--- config.mk ---
export PLATFORM = sky130hd
export DESIGN_NAME = if_fetch
export DESIGN_NICKNAME = d
export VERILOG_FILES = /design/src/rtl/if_fetch_pkg.sv /design/src/rtl/if_fetch.sv
export SDC_FILE = /design/constraint.sdc
export NUM_CORES = 1
export LEC_CHECK = 0
export CAP_MARGIN = 30
export CORE_MARGIN = 2
export CORE_UTILIZATION = 50
export CTS_CLUSTER_DIAMETER = 40
export DETAILED_ROUTE_END_ITERATION = 8
export DONT_BUFFER_PORTS = 1
export PLACE_DENSITY = 0.67
export SLEW_MARGIN = 10
export SYNTH_ARGS = -nofsm -noshare
export SYNTH_HDL_FRONTEND = slang
export SYNTH_SLANG_ARGS = --single-unit
--- constraint.sdc ---
create_clock -name clk -period 1.9 [get_ports clk]
set_input_delay 0 -clock clk [delete_from_list [all_inputs] [get_ports clk]]
set_output_delay 0 -clock clk [all_outputs]
set_load 0.02 [all_outputs]
--- src/rtl/if_fetch_pkg.sv ---
// Shared definitions for the instruction-fetch stage: reset/stall levels, bus widths
// and the fetch state encoding.
package if_fetch_pkg;

  localparam logic RstEnable = 1'b0;
  localparam logic Stop      = 1'b1;
  localparam logic NoStop    = 1'b0;

  localparam int InstAddrBus = 32;
  localparam int InstBus     = 32;

  localparam logic [InstAddrBus-1:0] ZeroWord = 32'h0000_0000;

  typedef enum logic [2:0] {
    IF_IDLE    = 3'd0,
    IF_WAIT    = 3'd1,
    IF_VALID   = 3'd2,
    IF_DISCARD = 3'd3,
    IF_EXCP    = 3'd4
  } if_state_e;

endpackage

--- src/rtl/if_fetch.sv ---
// Instruction-fetch stage: owns the PC, runs the I-memory req/ack handshake, applies
// branch redirects. Define IF_ALIGN_CHK_EN to trap misaligned branch targets.
module if_fetch
  import if_fetch_pkg::*;
#(
  parameter logic [InstAddrBus-1:0] RESET_PC = 32'h0000_0000,
  parameter logic [InstAddrBus-1:0] PC_STEP  = 32'd4
) (
  input  logic                   clk,
  input  logic                   rst,
  input  logic [5:0]             stall,
  input  logic                   branch_flag_i,
  input  logic [InstAddrBus-1:0] branch_target_address_i,
  output logic                   inst_req,
  output logic [InstAddrBus-1:0] inst_addr,
  input  logic                   inst_ack,
  input  logic [InstBus-1:0]     inst_rdata,
  output logic [InstAddrBus-1:0] if_pc,
  output logic [InstBus-1:0]     if_inst,
`ifdef IF_ALIGN_CHK_EN
  output logic                   if_excp_adel,
`endif
  output logic                   stallreq_from_if
);

  if_state_e              state, state_nxt;
  logic [InstAddrBus-1:0] pc, pc_nxt, req_addr, target;
  logic                   branch_taken, capture;

  assign branch_taken = branch_flag_i && (stall[0] == NoStop);

`ifdef IF_ALIGN_CHK_EN
  logic misaligned, unused_stall;
  assign target       = branch_target_address_i;
  assign misaligned   = |branch_target_address_i[1:0];
  assign unused_stall = ^stall[5:1];
`else
  logic unused_bits;
  assign target      = {branch_target_address_i[InstAddrBus-1:2], 2'b00};
  assign unused_bits = ^{stall[5:1], branch_target_address_i[1:0]};
`endif

  always_comb begin
    state_nxt = state;
    pc_nxt    = pc;
    capture   = 1'b0;
    case (state)
      IF_IDLE: state_nxt = IF_WAIT;
      IF_WAIT: begin
        if (branch_taken) begin
          // With an ack the stale word is simply dropped and the new request starts next cycle.
          pc_nxt    = target;
          state_nxt = inst_ack ? IF_WAIT : IF_DISCARD;
        end else if (inst_ack) begin
          capture   = 1'b1;
          pc_nxt    = pc + PC_STEP;
          state_nxt = IF_VALID;
        end
      end
      IF_VALID: begin
        if (branch_taken) begin
          pc_nxt    = target;
          state_nxt = IF_WAIT;
        end else if (stall[0] != Stop) begin
          state_nxt = IF_WAIT;
        end
      end
      IF_DISCARD: begin
        if (branch_taken) pc_nxt = target;
        if (inst_ack) state_nxt = IF_WAIT;
      end
`ifdef IF_ALIGN_CHK_EN
      IF_EXCP: begin
        if (branch_taken) begin
          pc_nxt    = target;
          state_nxt = IF_WAIT;
        end
      end
`endif
      default: state_nxt = IF_IDLE;
    endcase
`ifdef IF_ALIGN_CHK_EN
    if (branch_taken && misaligned && (state != IF_IDLE)) begin
      pc_nxt    = target;
      state_nxt = IF_EXCP;
      capture   = 1'b0;
    end
`endif
  end

  always_ff @(posedge clk) begin
    if (rst == RstEnable) begin
      state    <= IF_IDLE;
      pc       <= RESET_PC;
      req_addr <= ZeroWord;
      if_pc    <= ZeroWord;
      if_inst  <= ZeroWord;
    end else begin
      state <= state_nxt;
      pc    <= pc_nxt;
      // Remember the address on the bus so a redirect cannot disturb an outstanding request.
      if (state == IF_WAIT) req_addr <= pc;
      if (capture) begin
        if_pc   <= pc;
        if_inst <= inst_rdata;
      end
`ifdef IF_ALIGN_CHK_EN
      if (state_nxt == IF_EXCP) begin
        if_pc   <= pc_nxt;
        if_inst <= ZeroWord;
      end
`endif
    end
  end

  always_comb begin
    inst_req  = 1'b0;
    inst_addr = ZeroWord;
    case (state)
      IF_WAIT: begin
        inst_req  = 1'b1;
        inst_addr = pc;
      end
      IF_DISCARD: begin
        inst_req  = 1'b1;
        inst_addr = req_addr;
      end
      default: ;
    endcase
  end

  assign stallreq_from_if = inst_req;

`ifdef IF_ALIGN_CHK_EN
  assign if_excp_adel = (state == IF_EXCP);
`endif

endmodule

== Yosys cells after proc, flatten, opt, wreduce, memory -nomap -nowiden ==
Index checks and enable logic that the tools add are counted.

* Add/sub/neg operators: 1
* Eq/ne operators: 7
* Mux-type cells: 16
* Bitwise logic cells: 1
* Reduce and logical (&&, ||, !) cells: 7

{| class="wikitable"
|+ Operator list
! operator !! number
|-
| one-hot mux 32 bit (2 select lines) || 2
|-
| 2-to-1 mux 32 bit || 3
|-
| adder 32 x 3 -> 32 bit, second input constant || 1
|-
| 2-to-1 mux 3 bit || 5
|-
| one-hot mux 3 bit (4 select lines) || 1
|-
| equality test 3 x 2 -> 1 bit, second input constant || 2
|-
| inequality test 3 bit, second input constant || 2
|-
| AND reduction 3 bit || 2
|-
| 2-to-1 mux 1 bit || 4
|-
| OR reduction 2 bit || 2
|-
| equality test 3 x 1 -> 1 bit, second input constant || 1
|-
| logical NOT 3 bit || 1
|-
| 2-to-1 mux 2 bit || 1
|-
| inequality test 2 x 1 -> 1 bit, second input constant || 1
|-
| inequality test 2 bit, second input constant || 1
|-
| nonzero test 2 bit || 1
|-
| logical AND 1 bit || 1
|-
| NOT 1 bit || 1
|}

* Flip-flop bits (word level): 131
* Input bits: 74
* Output and inout port bits: 98

== Longest topological paths before layout ==
Gate-level depths: netlist of run 1.

* Word-level depth: 4
* Gate-level depth with buffers: 8
* Gate-level depth less buffers: 6

== Worst setup path before layout of run 1 ==
No wires, ideal clock.

* Path type: flip-flop to flip-flop
* Start point: reg pc[2]
* End point: reg pc[28]
* Data arrival time: 1.779 ns
* Setup slack: 0.059 ns
* Stages on the path, launching flop included: 7
* Path buffers: 0
* Path through: dfxtp_1 ha_1 nand3_1 nor4_4 nand4_1 or4_1 nand3_1

* Longest elaborated chain between the ends: 4

{| class="wikitable"
|+ Ends and longest elaborated chain
! item !! RTL line !! source
|-
| start, declared || if_fetch.sv:27 || <nowiki>logic [InstAddrBus-1:0] pc, pc_nxt, req_addr, target;</nowiki>
|-
| start signal, assigned || if_fetch.sv:100 || <nowiki>pc <= pc_nxt;</nowiki>
|-
| adder 32 x 3 -> 32 bit || if_fetch.sv:56 || <nowiki>pc_nxt = pc + PC_STEP;</nowiki>
|-
| 2-to-1 mux 32 bit || if_fetch.sv:54 || <nowiki>end else if (inst_ack) begin</nowiki>
|-
| 2-to-1 mux 32 bit || if_fetch.sv:50 || <nowiki>if (branch_taken) begin</nowiki>
|-
| one-hot mux 32 bit (2 select lines) || if_fetch.sv:47 || <nowiki>case (state)</nowiki>
|}

No other way between the ends. The select of a mux whose other input is x is not followed.
A chain may end at the register's enable or synchronous reset.

== Final worst setup path of run 1 ==
* Start point: reg pc[2]
* End point: reg pc[21]

The elaborated chain is that of the path after synthesis.

==> metrics.md, run 1 <==
| Metric | Value |
|---|---|
| Run status | `complete, no violations` |
| Skew-Pair Late Insertion Delay | `0.42 ns` |
| Die X | `113 µm` |
| YS warnings | `0` |
| Antenna-violating nets left | `0` |
| Final-report max-slew violation count | `0` |
| DP HPWL | `11.5 mm` |
| Combinational fraction of design power | `0.137` |
| Place WS | `0.0575 ns` |
| Layout area overhead | `30.9%` |
| Post-synth top area cell | `dfxtp_1` |
| CP Class | `reg -> reg` |
| Total CTS buffers | `17` |
| Clk_skew | `0.00837 ns` |
| Critical-path maximum fanout | `4` |
| RSZ-0062 raised after global routing | `no` |
| Multi-input gate area | `3060 µm²` |
| Clock share of power | `0.472` |
| Psw | `1890 µW` |
| Crit path DAT | `2.10 ns` |
| IO buf count | `0` |
| Synth cell count leaders | `nand2_1 (213), dfxtp_1 (124), a21oi_1 (113)` |
| Dominant cell by count in the synthesized netlist | `nand2_1` |
| Clock transition at path regs | `0.06 ns` |
| Element type at the critical path start | `flop` |
| Clock sink total | `124` |
| Worst hold path type | `in -> reg` |
| FMAX | `558 MHz` |
| Fillers | `956` |
| Seq pwr share | `0.391` |
| IR drop worst, VDD | `0.768 mV` |
| Fraction of final layout cells sized beyond drive strength 1 | `0.165` |
| CTS tree | `yes` |
| TritonRoute pass-1 iters | `4` |
| Fin crit share | `0.943` |
| Library cells used by synthesis | `59` |
| Die area | `12700 µm²` |
| Relative slew slack | `0.463` |
| Antenna violations before repair | `0` |
| Post-Syn Instances | `777` |
| Final worst slack | `0.109 ns` |
| Switching part of the total | `0.258` |
| Number of synthesized flops with an enable pin | `0` |
| Reg area | `2490 µm²` |
| Fin Hold WS | `0.0431 ns` |
| Asr flop ratio synth | `0` |
| Nets@finish | `948` |
| Total grt overflow | `0` |
| Vias/cell | `5.71` |
| Die height | `113 µm` |
| Top cells by area, synth | `dfxtp_1 (42%), nand2_1 (14%), a21oi_1 (9.6%)` |
| WL/cell | `17.0 µm` |
| ANT cells | `0` |
| Final hold violation count | `0` |
| Routability congestion estimate | `0.870` |
| Synth Flop Type | `dfxtp_1` |
| GRT Total Usage | `0.277` |
| Site Rows | `39` |
| Boundary Pins | `172` |
| Final setup vio count | `0` |
| Syn Area/Cell | `7.59 µm²` |
| Vias in the first global route | `5723` |
| Worst-Margin Slew | `0.803 ns` |
| PD cells | `948 nW/µm²` |
| Largest net degree at the start of global routing | `64` |
| TNS Setup | `0 ns` |
| # H-tree levels | `4` |
| Leakage | `0.00285 µW` |
| First DRT Iteration DRCs | `396` |
| Max Root-Sink Buffers | `2` |
| Area share of the leading cell type in the synthesized netlist | `0.421` |
| WP data required | `2.21 ns` |
| DRC viols | `0` |
| Initial core utilization | `0.514` |
| Placeable core area | `11500 µm²` |
| First-pass GRT wire length | `28.3 mm` |
| Vias | `5878` |
| Max Cap Violations | `0` |
| Root Driver | `clkbuf_16` |
| Area of the mapped netlist | `5900 µm²` |
| Minimum clock period | `1.79 ns` |
| DRT Wirelength | `17.5 mm` |
| Critical Path Sink Type | `flop` |
| #FFs+latches synth | `124` |
| Register area share after synthesis | `0.421` |
| Int Power | `5430 µW` |
==> cell usage in the layout, fill, tap and decap left out, drive strengths merged, types with 2 or more instances in the layout <==
| cell | instances |
|---|---|
| nand2 | 214 |
| nand4b | 3 |
| clkinv | 5 |
| nor3 | 10 |
| nand2b | 4 |
| o22a | 3 |
| dfxtp | 124 |
| bufinv | 4 |
| nand4 | 11 |
| a32o | 2 |
| buf | 90 |
| a2bb2oi | 3 |
| a311oi | 2 |
| clkinvlp | 2 |
| a21o | 3 |
| dlygate4sd3 | 65 |
| o211ai | 2 |
| or4 | 4 |
| a21oi | 113 |
| and4 | 4 |
| mux2i | 34 |
| nor2 | 46 |
| and2 | 2 |
| conb | 4 |
| a22oi | 6 |
| clkbuf | 22 |
| o21ai | 19 |
| a31oi | 11 |
| nor2b | 2 |
| and3 | 11 |
| nand3 | 23 |
| mux2 | 5 |
| o31a | 2 |
| nor4 | 5 |
| o22ai | 3 |
| a22o | 2 |
| o21a | 2 |
| nor4b | 3 |
| or3 | 5 |
==> state kept, by name, indices dropped and copies added (netlist names) <==
register / cells
if_inst: 32
if_pc: 30
pc: 30
req_addr: 30
state: 2
==> through the flow <==
stage / cells / total power (µW) / cell area [µm²] / util
floorplan: 780 / 3490 / 5910 / -
global placement: 931 / 3750 / 6400 / 0.558
detailed placement: 931 / 3780 / 6400 / 0.558
CTS: 1028 / 7340 / 7690 / 0.671
global route: 1029 / 7570 / 7720 / 0.673
finish: 1029 / 7320 / 7720 / 0.673
==> logic make-up (layout without fill, tap and decap cells) <==
kind of cell    count (synthesis)  count (layout)  share of synthesized area
fa+ha+maj                       1               1                    0.00212
mux                            39              39                     0.0673
buf+inv                        83             189                     0.0670
compound gates                180             180                      0.175
flops                         124             124                      0.421
other cells                     1               4                   0.000636
simple gates                  349             349                      0.267
==> metal layers <==
metal / up-vias / routed length, µm / track usage
met1: 2817 / 7650 / 0.355
met3: 21 / 1030 / 0.0583
met4: 0 / 249 / 0.0886
met2: 195 / 8580 / 0.468
li1: 2845 / - / -
met5: - / 0 / 0
==> power by group through the flow <==
stage | registers (µW) | clock network [µW] | logic [µW]
6_report | 2860 | 3450 | 1000
3_3_place_gp | 2910 | 0 | 844
2_1_floorplan | 2880 | 0 | 612
4_1_cts | 2860 | 3500 | 988
3_5_place_dp | 2910 | 0 | 864
5_1_grt | 2880 | 3600 | 1090
==> final cells by class <==
type	count	area share
inverter	2	0.00113
sequential	124	0.322
multi-input combinational	573	0.397
clock inverter	10	0.0211
clock buffer	22	0.0614
tap	143	0.0232
timing repair buffer	155	0.174
==> repair_timing <==
action / in CTS / in global routing
setup endpoints to repair: 2 / 28
setup buffers: 0 / 1
hold buffers: 65 / 0
pin swaps: 0 / 2
endpoints found under the hold margin: 64 / 0
resized for setup: 1 / 6
==> final timing paths <==
check	from	end	slack, ns	cells after the start
max	pc[2]$_SDFFE_PN0P_	pc[21]$_SDFFE_PN0P_	0.11	6
min	branch_flag_i	state[1]$_SDFFE_PN0P_	0.04	4
max reg2reg	pc[2]$_SDFFE_PN0P_	pc[21]$_SDFFE_PN0P_	0.11	6
min reg2reg	req_addr[3]$_SDFFE_PN0P_	req_addr[3]$_SDFFE_PN0P_	0.45	2
==> critical path: stages (launching register included) <==
cell	delay [ns]
dfxtp_2	0.35
nand4_1	0.23
nor3_4	0.33
buf_4	0.16
nand4_1	0.12
and3_1	0.20
o31a_1	0.29
(Power assumes the default switching activity.)
==> inputs of run 2 (changes only) <==
ABC_AREA = 1   (was unset)
==> metrics.md, run 2 <==
| Metric | Value |
|---|---|
| Hold path cells | `4` |
| Reg area | `2480 µm²` |
| Root Driver | `clkbuf_16` |
| IO buf count | `0` |
| DRT Wirelength | `17.3 mm` |
| Boundary Pins | `172` |
| Element type at the critical path start | `flop` |
| WL/cell | `15.8 µm` |
| Critical-path maximum fanout | `31` |
| Dominant cell by count in the synthesized netlist | `nand2_1` |
| Synth Area in Simple Gates | `0.342` |
| Most common cell after layout, fill and taps aside | `nand2_1` |
| # H-tree levels | `4` |
| Worst hold path type | `in -> reg` |
| Final hold violation count | `0` |
| First-pass GRT wire length | `28.4 mm` |
| Die X | `112 µm` |
| Area share of the leading cell type in the synthesized netlist | `0.430` |
| Skew-Pair Late Insertion Delay | `0.42 ns` |
| Fraction of final layout cells sized beyond drive strength 1 | `0.0691` |
| Clock transition at path regs | `0.05 ns` |
| Site Rows | `39` |
| Largest net degree at the start of global routing | `77` |
| FMAX | `559 MHz` |
| Most flop-heavy register | `if_inst` |
| CTS tree | `yes` |
| Antenna violations before repair | `0` |
| Antenna-violating nets left | `0` |
| Register area share after synthesis | `0.430` |
| PD cells | `1000 nW/µm²` |
| Fin crit share | `0.942` |
| Asr flop ratio synth | `0` |
| Vias/cell | `5.46` |
| First DRT Iteration DRCs | `425` |
| DRC viols | `0` |
| Fillers | `1051` |
| Synth cell count leaders | `nand2_1 (238), nor2_1 (168), dfxtp_1 (124)` |
| Final-report max-slew violation count | `0` |
| TNS Setup | `0 ns` |
| Place WS | `0.252 ns` |
| Post-Syn Instances | `890` |
| Run status | `complete, no violations` |
| Placeable core area | `11400 µm²` |
| R2r worst-path depth | `10` |
| Nets@finish | `1018` |
| Mux share of post-synthesis cell area | `0` |
| ANT cells | `0` |
| #FFs+latches synth | `124` |
| Final worst slack | `0.110 ns` |
| Minimum clock period | `1.79 ns` |
| Die area | `12400 µm²` |
| Multi-input gate area | `2880 µm²` |
| Library cells used by synthesis | `25` |
| Crit path DAT | `1.79 ns` |
| Area share of xor/xnor cells in the synthesized design | `0.00152` |
| Syn Area/Cell | `6.49 µm²` |
| Clock sink total | `124` |
| YS warnings | `0` |
| WP data required | `1.90 ns` |
| Layout area overhead | `23.9%` |
| IR drop worst, VDD | `0.974 mV` |
| Synth Area in Compound Gates | `0.150` |
| GRT Total Usage | `0.283` |
| Critical Path Sink Type | `primary output` |
| Die height | `112 µm` |
| Number of synthesized flops with an enable pin | `0` |
| Synth Flop Type | `dfxtp_1` |
| Clk_skew | `0.00971 ns` |
| CP Class | `reg -> out` |
| Max Root-Sink Buffers | `2` |
| Largest family of logic cells by synthesized area | `simple AND/OR/NAND/NOR gates` |
| Vias in the first global route | `5819` |
| Area of the mapped netlist | `5780 µm²` |
| Top cells by area, synth | `dfxtp_1 (43%), nand2_1 (15%), nor2_1 (11%)` |
| Max Cap Violations | `0` |
| Final setup vio count | `0` |
| Post-synth top area cell | `dfxtp_1` |
| Initial core utilization | `0.508` |
| TritonRoute pass-1 iters | `8` |
| Largest register FFs | `32` |
| Post-Synth Adder-Cell Area | `0.00216` |
| Total grt overflow | `0` |
| Routability congestion estimate | `0.946` |
| DP HPWL | `11.7 mm` |
| Total CTS buffers | `17` |
| RSZ-0062 raised after global routing | `no` |
| Leakage | `0.00282 µW` |
| Commonest cells after routing, fill and taps aside | `nand2_1 (238), nor2_1 (168), dfxtp_1 (124)` |
| Vias | `5998` |
[run 2: area by class of cell]
type | instances | share of cell area
multi-input cells | 670 | 0.403
flip-flops and latches | 124 | 0.347
repair buffers | 87 | 0.122
clock buffers | 24 | 0.0687
well taps | 143 | 0.0250
inverters | 43 | 0.0225
clock inverters | 7 | 0.0122
[run 2: worst paths after layout]
path	startpoint	endpoint	slack (ns)
worst max-delay path	state[0]$_SDFFE_PN0P_	inst_addr[2]	0.11
worst min-delay path	stall[0]	state[1]$_SDFFE_PN0P_	0.04
worst max register to register	pc[3]$_SDFFE_PN0P_	pc[26]$_SDFFE_PN0P_	0.22
worst min register to register	req_addr[22]$_SDFFE_PN0P_	req_addr[22]$_SDFFE_PN0P_	0.46
[run 2: timing repair]
| item | CTS | global route |
|---|---|---|
| setup buffers | 0 | 0 |
| hold buffers | 68 | 0 |
| resized for setup | 0 | 2 |
| hold endpoints to repair | 95 | 0 |
| endpoints found under the setup margin | 0 | 29 |
[run 2: cell families after synthesis]
| family | Yosys count |
|---|---|
| and+or+nand+nor | 491 |
| AOI/OAI and AO/OA | 173 |
| DFF | 124 |
| buffers and inverters | 99 |
| xor gates and xnor gates | 1 |
| adders and majority gates | 1 |
| other | 1 |
[run 2: power breakdown]
part | switching, µW | internal, µW | total, µW
Clock | 1100 | 2050 | 3150
Combinational | 615 | 357 | 972
Sequential | 283 | 2780 | 3060
Total | 2000 | 5190 | 7190
[run 2: routing by layer]
layer,GRT usage,routed length [µm]
met1,0.329,7110
met4,0.136,527
met3,0.0615,1040
met5,0,0
met2,0.496,8670
[run 2: worst max-delay path, stage by stage (launching register included)]
cell	delay, ns
dfxtp_1	0.40
nand2_1	0.12
buf_8	0.19
inv_1	0.09
buf_4	0.19
nand2_1	0.16
nand2_1	0.21
[run 2: stage by stage]
stage          utilization  hold WS [ns]  cells  total power (µW)  cell area, µm²
2_1_floorplan            -         0.161    893              3710            5790
3_3_place_gp         0.517         0.132    999              3900            5870
3_5_place_dp         0.517         0.147    999              3930            5870
4_1_cts              0.629      0.000270   1098              7210            7150
5_1_grt              0.630        0.0354   1098              7490            7160
6_report             0.630        0.0377   1098              7190            7160
